## config.mk

```make
export PLATFORM = sky130hd
export DESIGN_NAME = inst_loader
export DESIGN_NICKNAME = d
export VERILOG_FILES = /design/src/rtl/mips_mem_pkg.sv /design/src/rtl/inst_loader.sv
export SDC_FILE = /design/constraint.sdc
export NUM_CORES = 1
export LEC_CHECK = 0
export CAP_MARGIN = 20
export CORE_ASPECT_RATIO = 2
export CORE_UTILIZATION = 50
export CTS_CLUSTER_DIAMETER = 200
export DETAILED_ROUTE_END_ITERATION = 7
export PLACE_DENSITY = 0.77
export SETUP_SLACK_MARGIN = 0.5
export SYNTH_ARGS = -nofsm -noshare
export SYNTH_HDL_FRONTEND = slang
export SYNTH_SLANG_ARGS = --single-unit
```

## constraint.sdc

```tcl
create_clock -name clk -period 2.6 [get_ports clk]
set_input_delay 0.39 -clock clk [delete_from_list [all_inputs] [get_ports clk]]
set_output_delay 0.39 -clock clk [all_outputs]
set_load 0.1 [all_outputs]
```

## src/rtl/mips_mem_pkg.sv

```systemverilog
// Shared constants for the MIPS instruction memory and its loader.
// Holds the default depth, loader state encoding and word geometry.
package mips_mem_pkg;

    localparam int DEFAULT_INST_DEPTH = 1024;
    localparam int BYTES_PER_WORD = 4;

    localparam logic [1:0] LOADER_IDLE = 2'd0;
    localparam logic [1:0] LOADER_LOAD = 2'd1;
    localparam logic [1:0] LOADER_DONE = 2'd2;

endpackage

```

## src/rtl/inst_loader.sv

```systemverilog
// Byte-stream loader for the instruction memory write port.
// Packs big-endian words, holds the CPU in reset while loading.
module inst_loader
    import mips_mem_pkg::*;
#(
    parameter int INST_DEPTH = DEFAULT_INST_DEPTH,
    localparam int ADDR_W = $clog2(INST_DEPTH)
) (
    input  logic              clk,
    input  logic              reset,
    input  logic              start,
    input  logic [ADDR_W:0]   word_count,
    input  logic              abort,
    input  logic              s_valid,
    input  logic [7:0]        s_data,
    output logic              s_ready,
    output logic              mem_we,
    output logic [ADDR_W-1:0] mem_addr,
    output logic [31:0]       mem_wdata,
    output logic              cpu_hold,
    output logic              busy,
    output logic              done,
    output logic              err,
    output logic [31:0]       checksum
);

    logic [1:0]      state;
    logic [ADDR_W:0] word_cnt;
    logic [ADDR_W:0] word_addr;
    logic [1:0]      byte_idx;
    logic [23:0]     shift;

    logic            accept;
    logic            last_byte;
    logic            last_word;
    logic            start_ok;
    logic [31:0]     word;

    assign s_ready  = (state == LOADER_LOAD);
    assign busy     = (state == LOADER_LOAD) || (state == LOADER_DONE);
    assign cpu_hold = busy;

    assign accept    = s_valid && s_ready;
    assign last_byte = (byte_idx == 2'(BYTES_PER_WORD - 1));
    assign last_word = ((word_addr + 1'b1) == word_cnt);
    assign start_ok  = (word_count != '0) &&
                       (word_count <= (ADDR_W + 1)'(INST_DEPTH));
    assign word      = {shift, s_data};

    // Loader FSM plus byte assembly and word write issue.
    always_ff @(posedge clk) begin
        if (reset) begin
            state     <= LOADER_IDLE;
            word_cnt  <= '0;
            word_addr <= '0;
            byte_idx  <= '0;
            shift     <= '0;
            mem_we    <= 1'b0;
            mem_addr  <= '0;
            mem_wdata <= '0;
            checksum  <= '0;
            done      <= 1'b0;
            err       <= 1'b0;
        end else begin
            mem_we <= 1'b0;
            done   <= 1'b0;
            err    <= 1'b0;
            case (state)
                LOADER_IDLE: begin
                    if (start) begin
                        if (start_ok) begin
                            word_cnt  <= word_count;
                            word_addr <= '0;
                            byte_idx  <= '0;
                            checksum  <= '0;
                            state     <= LOADER_LOAD;
                        end else begin
                            err <= 1'b1;
                        end
                    end
                end
                LOADER_LOAD: begin
                    if (abort) begin
                        // Partial word is dropped; no write on this edge.
                        err      <= 1'b1;
                        byte_idx <= '0;
                        state    <= LOADER_IDLE;
                    end else if (accept) begin
                        if (last_byte) begin
                            mem_we    <= 1'b1;
                            mem_wdata <= word;
                            mem_addr  <= word_addr[ADDR_W-1:0];
                            checksum  <= checksum ^ word;
                            word_addr <= word_addr + 1'b1;
                            byte_idx  <= '0;
                            if (last_word) begin
                                done  <= 1'b1;
                                state <= LOADER_DONE;
                            end
                        end else begin
                            case (byte_idx)
                                2'd0:    shift[23:16] <= s_data;
                                2'd1:    shift[15:8]  <= s_data;
                                default: shift[7:0]   <= s_data;
                            endcase
                            byte_idx <= byte_idx + 1'b1;
                        end
                    end
                end
                LOADER_DONE: begin
                    state <= LOADER_IDLE;
                end
                default: begin
                    state <= LOADER_IDLE;
                end
            endcase
        end
    end

endmodule
```

==> Word level (Yosys, flattened, before mapping) <==
Cells that the tools add are included.
{ "totals": {"reg_bits": 127, "out_inout_bits": 80, "input_bits": 24} }
{ "op_classes": {"bitwise_logic": 6, "n_lt_le_gt_ge": 1, "n_reduce_logical": 18, "n_addsub": 2, "mux": 31, "n_eq_ne": 13} }
{ "op_table": {"columns": ["operator", "count"], "rows": [
  ["2-to-1 mux 32 bit", 5],
  ["case mux 32 bit (2 select lines)", 1],
  ["2-to-1 mux 11 bit", 5],
  ["XOR 32 bit", 1],
  ["2-to-1 mux 2 bit", 11],
  ["case mux 11 bit (2 select lines)", 1],
  ["AND reduction 5 bit", 4],
  ["adder 11 x 1 -> 11 bit (second input constant)", 1],
  ["equality test 11 bit", 1],
  ["<= comparator 11 bit (second input constant)", 1],
  ["nonzero test 11 bit", 1],
  ["!= test 3 x 2 -> 1 bit (second input constant)", 3],
  ["case mux 2 bit (2 select lines)", 2],
  ["AND reduction 4 bit", 2],
  ["!= test 2 bit (second input constant)", 3],
  ["AND reduction 6 bit", 1],
  ["2-to-1 mux 1 bit", 5],
  ["NOT 1 bit", 5],
  ["OR reduction 5 bit", 1],
  ["equality test 2 x 1 -> 1 bit (second input constant)", 2],
  ["equality test 2 bit (second input constant)", 2],
  ["zero test 2 bit", 2],
  ["!= test 2 x 1 -> 1 bit (second input constant)", 2],
  ["OR reduction 4 bit", 1],
  ["7 further kinds", 8]
]} }

==> Depth between registers and ports, before layout <==
Gate-level depths: netlist of the first run.
{ "logic_depth": {"word_depth": 7, "mapped_depth": 11, "ltp_nobuf": 8} }

==> Worst setup path after synthesis of the first run <==
OpenSTA, ideal clock, no wires.
{ "synth_path": {"path_kind": "reg2reg", "startpoint": "register state[1]", "endpoint": "register checksum[12]", "arrival_ps": 2957, "period_less_slack_ps": 3089, "stages_incl_launch_ff": 12, "required_ps": 2468, "path_slack_ps": -489, "cell_sequence": "dfxtp_1 -> inv_1 -> ha_1 -> buf_2 -> nor2b_1 -> clkbuf_1 -> nand3_1 -> o21ai_1 -> nand2_2 -> clkbuf_1 -> o21ai_0 -> a21oi_1"} }
{ "synth_via": {"elab_chain_len": 4} }
{ "synth_lines": {"columns": ["element", "line_no", "source"], "rows": [
  ["from (decl)", "inst_loader.sv:27", "logic [1:0] state;"],
  ["from (signal assigned)", "inst_loader.sv:53", "state <= LOADER_IDLE;"],
  ["from (signal assigned)", "inst_loader.sv:76", "state <= LOADER_LOAD;"],
  ["from (signal assigned)", "inst_loader.sv:87", "state <= LOADER_IDLE;"],
  ["equality test 2 x 1 -> 1 bit (*)", "inst_loader.sv:39", "assign s_ready = (state == LOADER_LOAD);"],
  ["named net s_ready", "inst_loader.sv:16", "output logic s_ready,"],
  ["logical AND 1 bit", "inst_loader.sv:43", "assign accept = s_valid && s_ready;"],
  ["!= test 2 x 1 -> 1 bit (no source line)", null, null],
  ["AND reduction 6 bit (no source line)", null, null],
  ["to (signal assigned)", "inst_loader.sv:93", "checksum <= checksum ^ word;"],
  ["to (decl)", "inst_loader.sv:24", "output logic [31:0] checksum"]
]} }
Mark *: on every way through the listed nets, which the timed path passes. The rest lies on a longest branch.
A chain may end at the register's enable or synchronous reset.

==> Final worst setup path of the first run <==
{ "layout_path": {"startpoint": "input port word_count[0]", "endpoint": "register checksum[28]"} }
{ "layout_via": {"elab_chain_len": 4} }
{ "layout_lines": {"columns": ["element", "line_no", "source"], "rows": [
  ["from (decl)", "inst_loader.sv:12", "input logic [ADDR_W:0] word_count,"],
  ["<= comparator 11 bit or nonzero test 11 bit (tied branches)", "inst_loader.sv:47, inst_loader.sv:46", null],
  ["logical AND 1 bit (*)", "inst_loader.sv:46", "assign start_ok = (word_count != '0) &&"],
  ["!= test 2 bit (no source line) (*)", null, null],
  ["AND reduction 6 bit (no source line) (*)", null, null]
]} }
Mark *: on every way between the ends. The rest lies on a longest branch, timed or not.

==> results of run 1 <==
cell usage after synthesis (2+ instances only):
cell type,number
nand2_1,127
or2_2,2
buf_4,2
o2111ai_1,2
o21ai_1,25
ha_1,7
nand2b_1,3
or4_1,3
inv_1,8
mux2_2,2
a21oi_1,104
a31oi_1,2
nand4b_1,4
nand4_1,5
o31a_1,2
xnor2_1,10
o21ai_0,13
nand3b_1,33
buf_6,3
dfxtp_1,127
and3_1,10
clkbuf_1,43
nand3_1,25
nor2_1,67
xor2_1,10
mux2i_1,14
o211ai_1,3
and2_1,2
metal layers:
layer / track usage, % / vias up
met3: 5.49 / 84
met4: 23.8 / 0
met2: 55.5 / 219
met5: 0 / -
li1: - / 2533
met1: 26.4 / 2537
sequential cells by signal (all words and copies together) (netlist names), 2 cells and up:
register and cells:
byte_idx 2, checksum 32, word_cnt 11, mem_wdata 32, mem_addr 10, word_addr 11
state 2, shift 24
worst min-delay path: stages:
cell	delay [ns]
buf_6	0.07
mux2i_1	0.06
nor2_1	0.08
through the flow:
stage               std cells  instance area [um2]  worst slack (ns)
floorplan                 680                 5540             0.323
global placement          899                 6570            -0.177
detailed placement        899                 6570            -0.238
CTS                       939                 7390             0.498
global route              941                 7480             0.431
finish                    941                 7480             0.478
cells by family after synthesis:
group | Yosys count | share of synthesized area, %
AO/OA/AOI/OAI | 158 | 15.5
XOR/XNOR | 20 | 3.20
adder cells (fa/ha/maj) | 7 | 1.60
buffers and inverters | 59 | 4.62
flip-flops | 127 | 46.5
multiplexers | 16 | 2.97
AND/OR/NAND/NOR | 293 | 25.7
power by group through the flow:
| stage | logic, mW | clock network (mW) | registers, mW |
|---|---|---|---|
| 4_1_cts | 0.871 | 2.60 | 2.01 |
| 3_5_place_dp | 0.804 | 0 | 2.05 |
| 2_1_floorplan | 0.547 | 0 | 2.06 |
| 5_1_grt | 0.964 | 2.71 | 2.01 |
| 6_report | 0.911 | 2.59 | 2.01 |
| 3_3_place_gp | 0.787 | 0 | 2.05 |
final timing paths:
check	to	slack, ns	cells past startpoint	from
max	checksum[28]	0.48	10	word_count[0]
min	word_cnt[9]	0.22	3	word_count[9]
max reg2reg	state[0]	0.55	7	word_addr[4]
min reg2reg	mem_wdata[2]	0.45	2	mem_wdata[2]
layout by cell type (no fill, tap or decap), types with 3 or more instances in the layout:
master	count
bufinv_16	5
xnor2_1	10
xor2_1	10
ha_1	5
nor2_1	65
and3_1	10
mux2i_1	14
o21ai_1	29
nand3b_1	33
o21ai_0	6
buf_2	4
buf_12	7
buf_6	7
buf_16	3
clkdlybuf4s50_1	12
inv_1	8
a21oi_1	100
nand4b_1	4
nand4_1	5
dfxtp_2	4
nand3_1	24
clkbuf_16	18
buf_4	104
a21oi_2	4
o211ai_1	3
dfxtp_1	122
nand2b_1	3
nand2_1	127
what timing repair did:
action | 4_1_cts | 5_1_grt
resized for setup | 44 | 22
setup endpoints to repair | 58 | 65
hold buffers | 0 | 0
pin swaps | 11 | 10
cloned | 3 | 1
buffers inserted | 6 | 1
layout make-up:
type | count | area [um2] | share of cell area, %
Multi-Input combinational cell | 494 | 2780 | 37.1
Sequential cell | 127 | 2550 | 34.1
Tap cell | 137 | 171 | 2.29
Timing Repair Buffer | 143 | 1300 | 17.4
Clock inverter | 10 | 185 | 2.48
Clock buffer | 21 | 460 | 6.16
Inverter | 9 | 33.8 | 0.452
==> out/summary.txt, run 1 <==
Slowest stage delay, CP - 0.53 ns
Clock root cell - clkbuf_16
CTS Buffer Depth - 2
Net Sw Frac - 26.3%
Critical path class - in -> reg
Ranking of synthesized cells by area - dfxtp_1, a21oi_1, nand2_1, nor2_1, nand3b_1
Top layer reached by signal wires - met4
Worst Tran Pin Value - 0.715 ns
Io pins - 104
HP Class - in -> reg
DRT antenna net count - 0
Final setup violation count - 0
Max-Cap Viols - 0
Sequential power share - 36.5%
CP Capture Type - register
Clock Power Share - 47.0%
Switch Pwr - 1.45 mW
Setup_tns - 0 ns
Fmax - 471 MHz
Critical Path Fanout Max - 7
Gr ovfl total - 0
GP Congestion - 0.901
WP data required - 2.95 ns
Share of the synthesized area in the top cell type - 46.5%
Final wirelength - 16.3 mm
Crit path DAT - 2.47 ns
H-Tree Depth - 4
Core area - 10600 um2
Unique masters post-synth - 50
Synthesis-stage register bit count - 127
Cell area after synthesis - 5470 um2
Slew Viols, Final - 0
Met3 Wirelength - 723 um
Share of layout cells above drive strength 1 - 23.5%
GRT Total Usage - 29.1%
Final hold slack - 0.222 ns
Seq/Total Area, Yosys - 46.5%
CTS Buf Count - 17
Post-synth EDFFs - 0
Worst-path cell chain - buf_6 > or4_4 > o31a_1 > o31a_1 > nor3_4 > buf_6 > buf_12 > buf_16 > nand3b_1 > a21oi_2
Status - completed
RSZ-0062 raised after global routing - yes
First-pass GRT wire length - 25.9 mm
Avg Vias per Cell - 5.71
HPWL after DPL - 10.8 mm
Synth Area per Inst - 8.05 um2
Final Util - 70.5%
CTS sink cnt - 127
Startpoint types - primary input
Clock-pin transition on the worst setup and hold timing paths - 0.06 ns
Skew final - 0.00667 ns
Synth area leader - dfxtp_1
Hold Vio Cnt, Final - 0
Yosys warns - 0
Largest net degree at the start of global routing - 69
Drt first pass iters - 6
CP max-delay cell - or4_4
Initial antenna violation count - 0
Worst-Skew Late Latency - 0.41 ns
Post-route DRC - 0
Buf/Inv on CP - 4
Synth async-reset ratio - 0%
WL/cell - 17.3 um
Syn Inst Count - 680
Filler cells - 883
Int Power - 4.06 mW
Period minus WS final - 2.12 ns
CTS tree - built
Area grow syn2layout - 36.7%
Met2 Wirelength - 9.02 mm
Total chip power - 5.51 mW
Met1 WL - 5.42 mm
Row count - 53
Vias in the first global route - 5351
Final net count - 823
PD cells - 737 nW/um2
Period utilisation layout - 81.6%
ANT cells - 0
Chip width - 76.0 um
Combinational Power Share - 16.5%
Initial drt markers - 499
Initial cell density of the core - 51.6%
Die Span Y - 150 um
Peak supply drop - 0.545 mV
CP delay by family, top - simple AND/OR/NAND/NOR gates
Die area - 11400 um2
Dominant synthesized flop cell - dfxtp_1
P_leak - 2.88 nW
Synth Net Count - 711
Via count - 5373
PortBufs - 103
Relative slew slack - 52.3%
(Power assumes the default switching activity.)
==> inputs of run 2 (changes only) <==
==> constraint.sdc (replaced) <==
create_clock -name clk -period 2.1 [get_ports clk]
set_input_delay 0.315 -clock clk [delete_from_list [all_inputs] [get_ports clk]]
set_output_delay 0.315 -clock clk [all_outputs]
set_load 0.1 [all_outputs]
==> run 2 against run 1 <==
Against the previous run: combinational power is 76% higher; the run now ends with setup timing left; register-to-register slack worse by 0.46 ns; clock power is 28% higher; sequential cell count unchanged.
==> out/summary.txt, run 2 (synthesized netlist as in run 1, its figures left out) <==
Status - finished with violations
Violated checks - setup timing
WL/cell - 21.2 um
Vias in the first global route - 5637
Io pins - 104
Avg Vias per Cell - 6.09
Gr ovfl total - 0
GP Congestion - 0.942
Worst-path cell chain - buf_6 > or4_4 > o31a_1 > o31a_1 > nor3_4 > buf_6 > buf_6 > buf_16 > nand3b_1 > a21oi_1
Peak supply drop - 0.661 mV
Skew final - 0.00568 ns
Period utilisation layout - 101%
Area of the multi-input gates - 3440 um2
Reg2Reg Depth - 11
Sequential cell area - 2560 um2
Hold Path Sink - word_cnt[1]
Worst-Skew Late Latency - 0.42 ns
Combinational Power Share - 21.6%
Share of layout cells above drive strength 1 - 42.9%
Critical path class - in -> reg
Worst hold path startpoint - word_count[1]
CTS tree - built
CTS Buf Count - 17
Setup_tns - -0.0250 ns
Clock root cell - clkbuf_16
ANT cells - 0
Post-route DRC - 0
CTS sink cnt - 127
Largest net degree at the start of global routing - 43
FF-to-FF setup slack - 0.09 ns
Reg-to-reg startpoint - state[1]
CP Capture Type - register
HP Class - in -> reg
WP data required - 2.45 ns
Finished Cell Area - 8750 um2
Initial cell density of the core - 51.6%
Final hold slack - 0.158 ns
Critical Path Fanout Max - 6
Crit-path most repeated cell - buf_6
Relative slew slack - 51.7%
CTS hold repair buffers - 0
Initial antenna violation count - 0
Clock-pin transition on the worst setup and hold timing paths - 0.06 ns
Sequential power share - 33.7%
Final cell count without fillers - 986
Filler cells - 596
Placed Area - 6830 um2
Initial drt markers - 613
Core area - 10600 um2
Switch Pwr - 2.12 mW
Slowest stage delay, CP - 0.53 ns
Largest regs - checksum x32, mem_wdata x32, shift x24
Final setup violation count - 1
H-Tree Depth - 4
CP max-delay cell - or4_4
Max-Cap Viols - 0
Final Util - 82.5%
Die area - 11400 um2
Hold Vio Cnt, Final - 0
First-pass GRT wire length - 27.9 mm
Crit path DAT - 2.47 ns
Worst r2r dst - checksum[2]
CTS Buffer Depth - 2
Int Power - 5.31 mW
Die Span Y - 150 um
RSZ-0062 raised after global routing - yes
WHS Path Cells - 3
Worst Tran Pin Value - 0.725 ns
Leading cell types in the layout, fill and taps excluded - buf_4, dfxtp_1, nand2_1
Period minus WS final - 2.12 ns
Row count - 53
Slew Viols, Final - 0
Final wirelength - 20.9 mm
Net Sw Frac - 28.5%
DP Cell Count - 916
Via count - 6002
Clock Power Share - 44.7%
PD cells - 849 nW/um2
HPWL after DPL - 11.5 mm
Area grow syn2layout - 59.9%
Drt first pass iters - 5
Commonest non-fill, non-tap cell in the layout - buf_4
Startpoint types - primary input
PortBufs - 103
Final net count - 867
Final WS setup - -0.0250 ns
DRT antenna net count - 0
Fmax - 471 MHz
GRT Total Usage - 32.2%
Chip width - 76.0 um
P_leak - 3.63 nW
run 2: metrics by stage:
stage | worst slack (ns) | total power [mW]
2_1_floorplan | -0.100 | 3.28
3_3_place_gp | -0.573 | 3.62
3_5_place_dp | -0.606 | 3.64
4_1_cts | 0.0587 | 7.13
5_1_grt | -0.0829 | 7.61
6_report | -0.0250 | 7.42
run 2: power groups by stage:
| stage | logic (mW) | registers [mW] | clock network [mW] |
|---|---|---|---|
| after detailed placement | 1.09 | 2.54 | 0 |
| after CTS | 1.34 | 2.50 | 3.29 |
| final | 1.60 | 2.50 | 3.32 |
| after floorplan | 0.728 | 2.55 | 0 |
| after global placement | 1.08 | 2.54 | 0 |
| after global routing | 1.67 | 2.51 | 3.44 |
run 2: layer usage:
layer	share of wire, %	wire (um)	GRT usage (%)	vias up
met5	0	0	0	-
met4	9.2	1920	24.3	0
met3	5.9	1240	5.98	149
met2	54	11300	64.1	329
met1	31	6460	27.7	2886
li1	-	-	-	2638
run 2: timing repair:
action / 4_1_cts / 5_1_grt
setup buffers: 16 / 11
pin swaps: 25 / 69
gates resized for setup: 83 / 157
gates cloned: 7 / 4
setup endpoints to repair: 128 / 122
run 2: how the worst max path moves through the flow:
stage	startpoint	end	slack [ns]	depth (start not counted)
2_1_floorplan	word_count[0]	checksum[10]	-0.10	7
3_3_place_gp	word_count[0]	word_cnt[2]	-0.57	8
3_5_place_dp	word_count[0]	word_cnt[6]	-0.61	8
5_1_grt	word_count[9]	checksum[2]	-0.08	10
4_1_cts	word_count[9]	checksum[5]	0.06	9
6_report	word_count[9]	checksum[2]	-0.02	10
run 2: worst max-delay path: cells and delay by family:
family	cells	cell delay, ns
compound gates	3	0.81
buf+inv	4	0.49
simple gates	3	0.85
run 2: layout make-up:
class	instances	share of cell area, %
Sequential cell	127	29.3
Timing Repair Buffer	187	21.5
Clock inverter	13	2.39
Multi-Input combinational cell	494	39.3
Tap cell	137	1.96
Clock buffer	19	5.18
Inverter	9	0.386
